## src/rtl/drac_pkg.sv

```systemverilog
// Shared types for the EXE-stage iterative divider.
// FSM state encoding and the captured request bundle.
package drac_pkg;

    localparam int unsigned DIV_MAX_XLEN = 64;

    typedef enum logic [2:0] {
        IDLE,
        PREP,
        ITER,
        FIX,
        HOLD
    } div_state_t;

    typedef struct packed {
        logic                    int_32;
        logic                    signed_op;
        logic [DIV_MAX_XLEN-1:0] dvnd;
        logic [DIV_MAX_XLEN-1:0] dvsr;
    } div_req_t;

endpackage

```

## src/rtl/div_step.sv

```systemverilog
// Cascaded restoring shift-subtract stages, one quotient bit each.
// Purely combinational; rmd stays below dvsr between stages.
module div_step #(
    parameter int unsigned XLEN           = 64,
    parameter int unsigned BITS_PER_CYCLE = 4
) (
    input  logic [XLEN-1:0] rmd_i,
    input  logic [XLEN-1:0] dq_i,
    input  logic [XLEN-1:0] dvsr_i,
    output logic [XLEN-1:0] rmd_o,
    output logic [XLEN-1:0] dq_o
);

    logic [XLEN:0]   r;
    logic [XLEN-1:0] q;
    logic [XLEN:0]   d;

    always_comb begin
        d = {1'b0, dvsr_i};
        r = {1'b0, rmd_i};
        q = dq_i;
        for (int i = 0; i < int'(BITS_PER_CYCLE); i++) begin
            r = {r[XLEN-1:0], q[XLEN-1]};
            q = {q[XLEN-2:0], 1'b0};
            if (r >= d) begin
                r    = r - d;
                q[0] = 1'b1;
            end
        end
        rmd_o = r[XLEN-1:0];
        dq_o  = q;
    end

endmodule

```

## src/rtl/iter_div_unit.sv

```systemverilog
// Iterative integer divider for DIV/DIVU/REM/REMU and W variants.
// Valid/ready request and response, kill flushes in-flight work.
module iter_div_unit
    import drac_pkg::*;
#(
    parameter int unsigned XLEN           = 64,
    parameter int unsigned BITS_PER_CYCLE = 4,
    parameter bit          EARLY_OUT      = 1'b1
) (
    input  logic            clk_i,
    input  logic            rstn_i,
    input  logic            kill_i,
    input  logic            req_valid_i,
    output logic            req_ready_o,
    input  logic            int_32_i,
    input  logic            signed_op_i,
    input  logic [XLEN-1:0] dvnd_i,
    input  logic [XLEN-1:0] dvsr_i,
    output logic            rsp_valid_o,
    input  logic            rsp_ready_i,
    output logic [XLEN-1:0] quo_o,
    output logic [XLEN-1:0] rmd_o,
    output logic            busy_o
);

    localparam int unsigned CNT_W = $clog2(XLEN / BITS_PER_CYCLE + 1);
    localparam int unsigned LZ_W  = $clog2(XLEN + 1);

    div_state_t      state_q, state_d;
    div_req_t        req_q, req_d;
    logic [XLEN-1:0] rmd_q, rmd_d;
    logic [XLEN-1:0] dq_q, dq_d;
    logic [XLEN-1:0] dvsr_q, dvsr_d;
    logic [CNT_W-1:0] cnt_q, cnt_d;
    logic            quo_neg_q, quo_neg_d;
    logic            rmd_neg_q, rmd_neg_d;
    logic            special_q, special_d;
    logic [XLEN-1:0] res_quo_q, res_quo_d;
    logic [XLEN-1:0] res_rmd_q, res_rmd_d;

    logic            accept;
    logic            w32;
    logic            sgn;
    logic [XLEN-1:0] p_dvnd_e, p_dvsr_e;
    logic            p_dvnd_neg, p_dvsr_neg;
    logic [XLEN-1:0] p_dvnd_abs, p_dvsr_abs;
    logic [XLEN-1:0] p_min, p_aligned;
    logic            p_div0, p_ovf;
    logic [LZ_W-1:0] p_lz;
    logic [CNT_W-1:0] p_ngrp, p_grp_lz, p_skip;
    logic [XLEN-1:0] step_rmd, step_dq;
    logic [XLEN-1:0] q_raw, r_raw;

    function automatic logic [XLEN-1:0] ext32(
        input logic [XLEN-1:0] v,
        input logic            sx
    );
        logic [XLEN-1:0] r;
        r = v;
        for (int i = 32; i < int'(XLEN); i++) begin
            r[i] = sx & v[31];
        end
        return r;
    endfunction

    function automatic logic [LZ_W-1:0] lzc(input logic [XLEN-1:0] v);
        logic [LZ_W-1:0] n;
        logic            hit;
        n   = '0;
        hit = 1'b0;
        for (int i = int'(XLEN) - 1; i >= 0; i--) begin
            if (v[i]) hit = 1'b1;
            if (!hit) n = n + 1'b1;
        end
        return n;
    endfunction

    assign accept      = req_valid_i & req_ready_o & ~kill_i;
    assign req_ready_o = (state_q == IDLE);
    assign busy_o      = (state_q != IDLE);
    assign rsp_valid_o = (state_q == HOLD);
    assign quo_o       = res_quo_q;
    assign rmd_o       = res_rmd_q;

    assign w32 = req_q.int_32;
    assign sgn = req_q.signed_op;

    // Operand conditioning, only consumed in PREP.
    always_comb begin
        p_dvnd_e = req_q.dvnd[XLEN-1:0];
        p_dvsr_e = req_q.dvsr[XLEN-1:0];
        if (w32) begin
            p_dvnd_e = ext32(req_q.dvnd[XLEN-1:0], sgn);
            p_dvsr_e = ext32(req_q.dvsr[XLEN-1:0], sgn);
        end
        p_dvnd_neg = sgn & p_dvnd_e[XLEN-1];
        p_dvsr_neg = sgn & p_dvsr_e[XLEN-1];
        p_dvnd_abs = p_dvnd_neg ? -p_dvnd_e : p_dvnd_e;
        p_dvsr_abs = p_dvsr_neg ? -p_dvsr_e : p_dvsr_e;
        p_min = w32 ? ~XLEN'(32'h7FFF_FFFF)
                    : {1'b1, {(XLEN-1){1'b0}}};
        p_div0 = (p_dvsr_e == '0);
        p_ovf  = sgn & (p_dvsr_e == '1) & (p_dvnd_e == p_min);
        p_aligned = w32 ? (p_dvnd_abs << (XLEN - 32)) : p_dvnd_abs;
        p_lz   = lzc(p_aligned);
        p_ngrp = w32 ? CNT_W'(32 / BITS_PER_CYCLE)
                     : CNT_W'(XLEN / BITS_PER_CYCLE);
        p_grp_lz = CNT_W'(p_lz / BITS_PER_CYCLE);
        p_skip   = '0;
        if (EARLY_OUT) begin
            p_skip = p_grp_lz;
            if (p_grp_lz > p_ngrp - CNT_W'(1)) begin
                p_skip = p_ngrp - CNT_W'(1);
            end
        end
    end

    div_step #(
        .XLEN           (XLEN),
        .BITS_PER_CYCLE (BITS_PER_CYCLE)
    ) u_div_step (
        .rmd_i  (rmd_q),
        .dq_i   (dq_q),
        .dvsr_i (dvsr_q),
        .rmd_o  (step_rmd),
        .dq_o   (step_dq)
    );

    assign q_raw = (special_q | ~quo_neg_q) ? dq_q : -dq_q;
    assign r_raw = (special_q | ~rmd_neg_q) ? rmd_q : -rmd_q;

    always_comb begin
        state_d   = state_q;
        req_d     = req_q;
        rmd_d     = rmd_q;
        dq_d      = dq_q;
        dvsr_d    = dvsr_q;
        cnt_d     = cnt_q;
        quo_neg_d = quo_neg_q;
        rmd_neg_d = rmd_neg_q;
        special_d = special_q;
        res_quo_d = res_quo_q;
        res_rmd_d = res_rmd_q;
        unique case (state_q)
            IDLE: begin
                if (accept) begin
                    state_d         = PREP;
                    req_d.int_32    = int_32_i;
                    req_d.signed_op = signed_op_i;
                    req_d.dvnd      = DIV_MAX_XLEN'(dvnd_i);
                    req_d.dvsr      = DIV_MAX_XLEN'(dvsr_i);
                end
            end
            PREP: begin
                quo_neg_d = p_dvnd_neg ^ p_dvsr_neg;
                rmd_neg_d = p_dvnd_neg;
                dvsr_d    = p_dvsr_abs;
                special_d = p_div0 | p_ovf;
                if (p_div0) begin
                    dq_d    = '1;
                    rmd_d   = p_dvnd_e;
                    state_d = FIX;
                end else if (p_ovf) begin
                    dq_d    = p_dvnd_e;
                    rmd_d   = '0;
                    state_d = FIX;
                end else begin
                    dq_d    = p_aligned << (p_skip * BITS_PER_CYCLE);
                    rmd_d   = '0;
                    cnt_d   = p_ngrp - p_skip;
                    state_d = ITER;
                end
            end
            ITER: begin
                // Counter exhausted: a closing cycle before sign fix-up.
                if (cnt_q == '0) begin
                    state_d = FIX;
                end else begin
                    rmd_d = step_rmd;
                    dq_d  = step_dq;
                    cnt_d = cnt_q - CNT_W'(1);
                end
            end
            FIX: begin
                res_quo_d = w32 ? ext32(q_raw, 1'b1) : q_raw;
                res_rmd_d = w32 ? ext32(r_raw, 1'b1) : r_raw;
                state_d   = HOLD;
            end
            HOLD: begin
                if (rsp_ready_i) state_d = IDLE;
            end
            default: state_d = IDLE;
        endcase
        if (kill_i) state_d = IDLE;
    end

    always_ff @(posedge clk_i or negedge rstn_i) begin
        if (!rstn_i) begin
            state_q   <= IDLE;
            req_q     <= '0;
            rmd_q     <= '0;
            dq_q      <= '0;
            dvsr_q    <= '0;
            cnt_q     <= '0;
            quo_neg_q <= 1'b0;
            rmd_neg_q <= 1'b0;
            special_q <= 1'b0;
            res_quo_q <= '0;
            res_rmd_q <= '0;
        end else begin
            state_q   <= state_d;
            req_q     <= req_d;
            rmd_q     <= rmd_d;
            dq_q      <= dq_d;
            dvsr_q    <= dvsr_d;
            cnt_q     <= cnt_d;
            quo_neg_q <= quo_neg_d;
            rmd_neg_q <= rmd_neg_d;
            special_q <= special_d;
            res_quo_q <= res_quo_d;
            res_rmd_q <= res_rmd_d;
        end
    end

endmodule
```

## config.mk

```make
export PLATFORM = sky130hd
export DESIGN_NAME = iter_div_unit
export DESIGN_NICKNAME = d
export VERILOG_FILES = /design/src/rtl/drac_pkg.sv /design/src/rtl/div_step.sv /design/src/rtl/iter_div_unit.sv
export SDC_FILE = /design/constraint.sdc
export NUM_CORES = 2
export LEC_CHECK = 0
export BUFFER_PORTS_ARGS = -buffer_cell sky130_fd_sc_hd__buf_4
export CAP_MARGIN = 15
export CELL_PAD_IN_SITES_DETAIL_PLACEMENT = 0
export CELL_PAD_IN_SITES_GLOBAL_PLACEMENT = 2
export CORE_MARGIN = 8
export CORE_UTILIZATION = 38
export DETAILED_ROUTE_END_ITERATION = 8
export PLACE_DENSITY = 0.89
export SKIP_LAST_GASP = 1
export SLEW_MARGIN = 40
export SYNTH_ARGS = -nofsm -noshare
export SYNTH_HDL_FRONTEND = slang
export SYNTH_SLANG_ARGS = --single-unit
```

## constraint.sdc

```tcl
create_clock -name clk_i -period 37.6 [get_ports clk_i]
set_input_delay 7.52 -clock clk_i [delete_from_list [all_inputs] [get_ports clk_i]]
set_output_delay 7.52 -clock clk_i [all_outputs]
set_load 0.1 [all_outputs]
```

==> impl_results.rst <==
.. list-table::
   :header-rows: 1

   * - Metric
     - Value
   * - Status
     - finished, final reports clean
   * - Gr busiest metal
     - met1
   * - Worst hold margin
     - 0.479 ns
   * - Shortest clock period the worst path allows after layout
     - 34.75 ns
   * - Count of endpoints failing setup in the final report
     - 0
   * - Depth of the CTS H-tree
     - 2
   * - Root Driver
     - sky130_fd_sc_hd__clkbuf_16
   * - Peak per-stage delay on the critical path
     - 0.71 ns
   * - Number of optimization iterations in the first detailed-route pass
     - 7
   * - Path class of the lowest-slack min-delay path
     - flop to flop
   * - Number of cells after detailed placement
     - 8795
   * - Worst endpoint required time
     - 38.20 ns
   * - Row Count
     - 136
   * - Count of yosys warnings during synthesis
     - 0
   * - Starting DRC count in detailed routing
     - 6224
   * - Final non-filler cell total
     - 8918
   * - CTS tree
     - done
   * - DRT Wirelength
     - 228000 um
   * - Pin count of the biggest net entering global routing
     - 169
   * - Ys flop type
     - sky130_fd_sc_hd__dfrtp_1
   * - Number of max-cap violations
     - 0
   * - Maximum count of clock buffers along a single path
     - 3
   * - Part of the Yosys area used for sequential elements
     - 21.9%
   * - Synthesized netlist net count
     - 7452
   * - Hpwl dp
     - 183000 um
   * - Detail-routed via count per cell
     - 6.09
   * - Final Hold Viols
     - 0
   * - Met2 track demand over resource in global routing
     - 41.7%
   * - Crit path capture type
     - flop
   * - All-layer global routing usage
     - 28.5%
   * - Final worst path period share
     - 92.4%
   * - Via count of the first global-routing pass
     - 50400
   * - Via total after detailed routing
     - 54300
   * - Port Buf Inserts
     - 265
   * - Nature of the critical path startpoint
     - flop
   * - Reg-to-reg slack, setup
     - 2.85 ns
   * - Worst-path cell with the longest stage delay
     - sky130_fd_sc_hd__or4_1
   * - Count of distinct cell types in the synthesized netlist
     - 127
   * - Most frequent CP cell
     - sky130_fd_sc_hd__ha_1
   * - Classification of the worst setup path
     - flop to flop
   * - Final Max Tran Viols
     - 0
   * - Total negative slack for setup checks
     - 0 ns
   * - First-pass GRT wire length
     - 335000 um
   * - Final weighted congestion in routability-driven placement
     - 0.987
   * - Synthesized cell area
     - 52800 um2
   * - Dominant cell by count in the synthesized netlist
     - sky130_fd_sc_hd__nand2_1
   * - Final #Nets
     - 7533
   * - Syn Inst Count
     - 6986
   * - Share of synthesized registers carrying an async set or reset
     - 100%
   * - Horizontal die dimension
     - 389 um
   * - Routed length per placed instance
     - 25.5 um
   * - Synth Area per Inst
     - 7.55 um2
   * - Top-Level Pins
     - 266
   * - Drc violations
     - 0
   * - Maximum operating frequency
     - 0.0288 GHz
   * - Portion of synthesized cell area occupied by the leading cell type
     - 21.9%
   * - Total congestion overflow
     - 0
   * - Top fanout value on the critical path
     - 38
   * - Placed Instance Area
     - 56600 um2
   * - Post-cts hold buffer count
     - 0
   * - Area inside the core boundary
     - 138000 um2
   * - Max transition margin
     - 35.1%
   * - Layout cells sized above 1
     - 12.6%
   * - Insertion delay of the later-clocked pin in the worst-skew pair
     - 0.70 ns
   * - Worst Max-Slew Pin Slew
     - 0.974 ns
   * - Met3 track utilization from global routing
     - 5.85%
   * - Clock sink count
     - 461
   * - Library cell occupying the most area in the post-synthesis netlist
     - sky130_fd_sc_hd__dfrtp_1
   * - Number of flops mapped to enable cells by yosys
     - 0
   * - Worst Clk Skew
     - 0.0755 ns
   * - Effective utilization at floorplan
     - 38.3%
   * - Vertical die dimension
     - 389 um
   * - Unrepaired setup endpoints after global routing
     - no
   * - Critical Path AT
     - 35.35 ns
   * - Number of synthesized register bits
     - 461
   * - Floorplan die area
     - 151000 um2
   * - Top area cells in the synthesized netlist
     - sky130_fd_sc_hd__dfrtp_1 (22%), sky130_fd_sc_hd__ha_1 (7.8%), sky130_fd_sc_hd__o21ai_0 (6.5%)
   * - CTS clk-pin slew, worst paths
     - 0.06 ns
   * - Area added between synthesis and finish
     - 11.5%
   * - Design Area, Final
     - 58800 um2
   * - Number of antenna violations at the first check in global routing
     - 10
   * - TritonCTS Buffers
     - 57
   * - Top cells by instance count after synthesis
     - sky130_fd_sc_hd__nand2_1 (882), sky130_fd_sc_hd__o21ai_0 (688), sky130_fd_sc_hd__nor2_1 (622)
   * - Global-route track usage on met1
     - 42.2%
   * - Final antenna-violating net count
     - 0
==> worst max-delay path: cells and delay by family (launching register included) <==
family                     cells  cell delay, ns
xor gates and xnor gates       6            1.58
adders and majority gates     29            9.17
DFF                            1            0.54
muxes                         21            4.00
and+or+nand+nor               50            8.12
buffers and inverters         10            1.55
AOI/OAI and AO/OA             56            9.61
==> worst paths after layout <==
check	from	endpoint	cells after the start
max	req_q[83]	dq_q[30]	172
min	dvsr_q[26]	dvsr_q[26]	2
max reg2reg	req_q[83]	dq_q[30]	172
min reg2reg	dvsr_q[26]	dvsr_q[26]	2
max in group asynchronous	rstn_i	dvsr_q[1]	4
min in group asynchronous	rstn_i	quo_o[15]	1
==> per-stage QoR <==
stage | setup slack (ns) | util, %
2_1_floorplan | 8.41 | -
3_3_place_gp | 2.19 | 40.9
3_5_place_dp | 2.88 | 41.1
4_1_cts | 2.72 | 42.6
5_1_grt | 0.00504 | 42.7
6_report | 2.85 | 42.7
==> cells by family after synthesis <==
family | share of synthesized area [%]
xor gates and xnor gates | 11.3
and+or+nand+nor | 22.4
AOI/OAI and AO/OA | 23.9
DFF | 21.9
buffers and inverters | 5.20
adders and majority gates | 8.14
muxes | 7.30
==> flip-flops by register name, summed over array words and instances (netlist names), 3 cells and up <==
signal / cells
req_q: 128
rmd_q: 64
state_q: 3
dq_q: 64
quo_o: 64
rmd_o: 64
cnt_q: 5
dvsr_q: 64
==> placed cells by master, fill, tap and decap left out, types with 33 or more instances in the layout <==
cell / Yosys / routed
sky130_fd_sc_hd__o22ai_1: 37 / 37
sky130_fd_sc_hd__or2_2: 44 / 44
sky130_fd_sc_hd__and3_1: 79 / 79
sky130_fd_sc_hd__buf_4: 16 / 378
sky130_fd_sc_hd__ha_1: 327 / 327
sky130_fd_sc_hd__nand3_1: 117 / 117
sky130_fd_sc_hd__a211oi_1: 33 / 33
sky130_fd_sc_hd__xnor2_1: 369 / 362
sky130_fd_sc_hd__a21o_1: 91 / 91
sky130_fd_sc_hd__a31oi_1: 65 / 64
sky130_fd_sc_hd__o21bai_1: 42 / 42
sky130_fd_sc_hd__nor2_1: 622 / 616
sky130_fd_sc_hd__nor3_1: 228 / 222
sky130_fd_sc_hd__or3_1: 74 / 74
sky130_fd_sc_hd__o31ai_1: 91 / 87
sky130_fd_sc_hd__nor2b_1: 69 / 67
sky130_fd_sc_hd__inv_1: 276 / 275
sky130_fd_sc_hd__mux2_2: 205 / 205
sky130_fd_sc_hd__xor2_1: 210 / 204
sky130_fd_sc_hd__nand2_1: 882 / 880
sky130_fd_sc_hd__o21ai_1: 40 / 45
sky130_fd_sc_hd__a21oi_1: 518 / 515
sky130_fd_sc_hd__mux2i_1: 136 / 135
sky130_fd_sc_hd__o21a_1: 42 / 42
sky130_fd_sc_hd__nand2b_1: 67 / 66
sky130_fd_sc_hd__nand4_1: 82 / 82
sky130_fd_sc_hd__o21ai_0: 688 / 682
sky130_fd_sc_hd__o211ai_1: 55 / 55
sky130_fd_sc_hd__dfrtp_1: 461 / 460
sky130_fd_sc_hd__nor4_1: 81 / 79
sky130_fd_sc_hd__a21boi_0: 55 / 55
sky130_fd_sc_hd__and2_1: 44 / 43
sky130_fd_sc_hd__clkbuf_16: 0 / 57
==> routing by layer <==
layer	wire (um)	vias up
met2	94000	2436
met4	6690	2
met1	106000	26200
li1	-	25300
met3	21300	329
met5	13	-
==> area by class of cell <==
type                            count  area, um2
Sequential cell                   461      11500
Clock buffer                       79       1610
Clock inverter                     28        462
Fill cell                       14100      78800
Antenna cell                        9       22.5
Multi-Input combinational cell   5870      38800
Inverter                          280       1050
Timing Repair Buffer              397       3120
Tap cell                         1794       2240
==> repair_timing <==
action,CTS,global route
resized for setup,0,4
endpoints found under the setup margin,0,21
buffers inserted,0,4
Power is not shown: default switching activity piles up to over one toggle a cycle in this logic, so the estimate is an artifact.
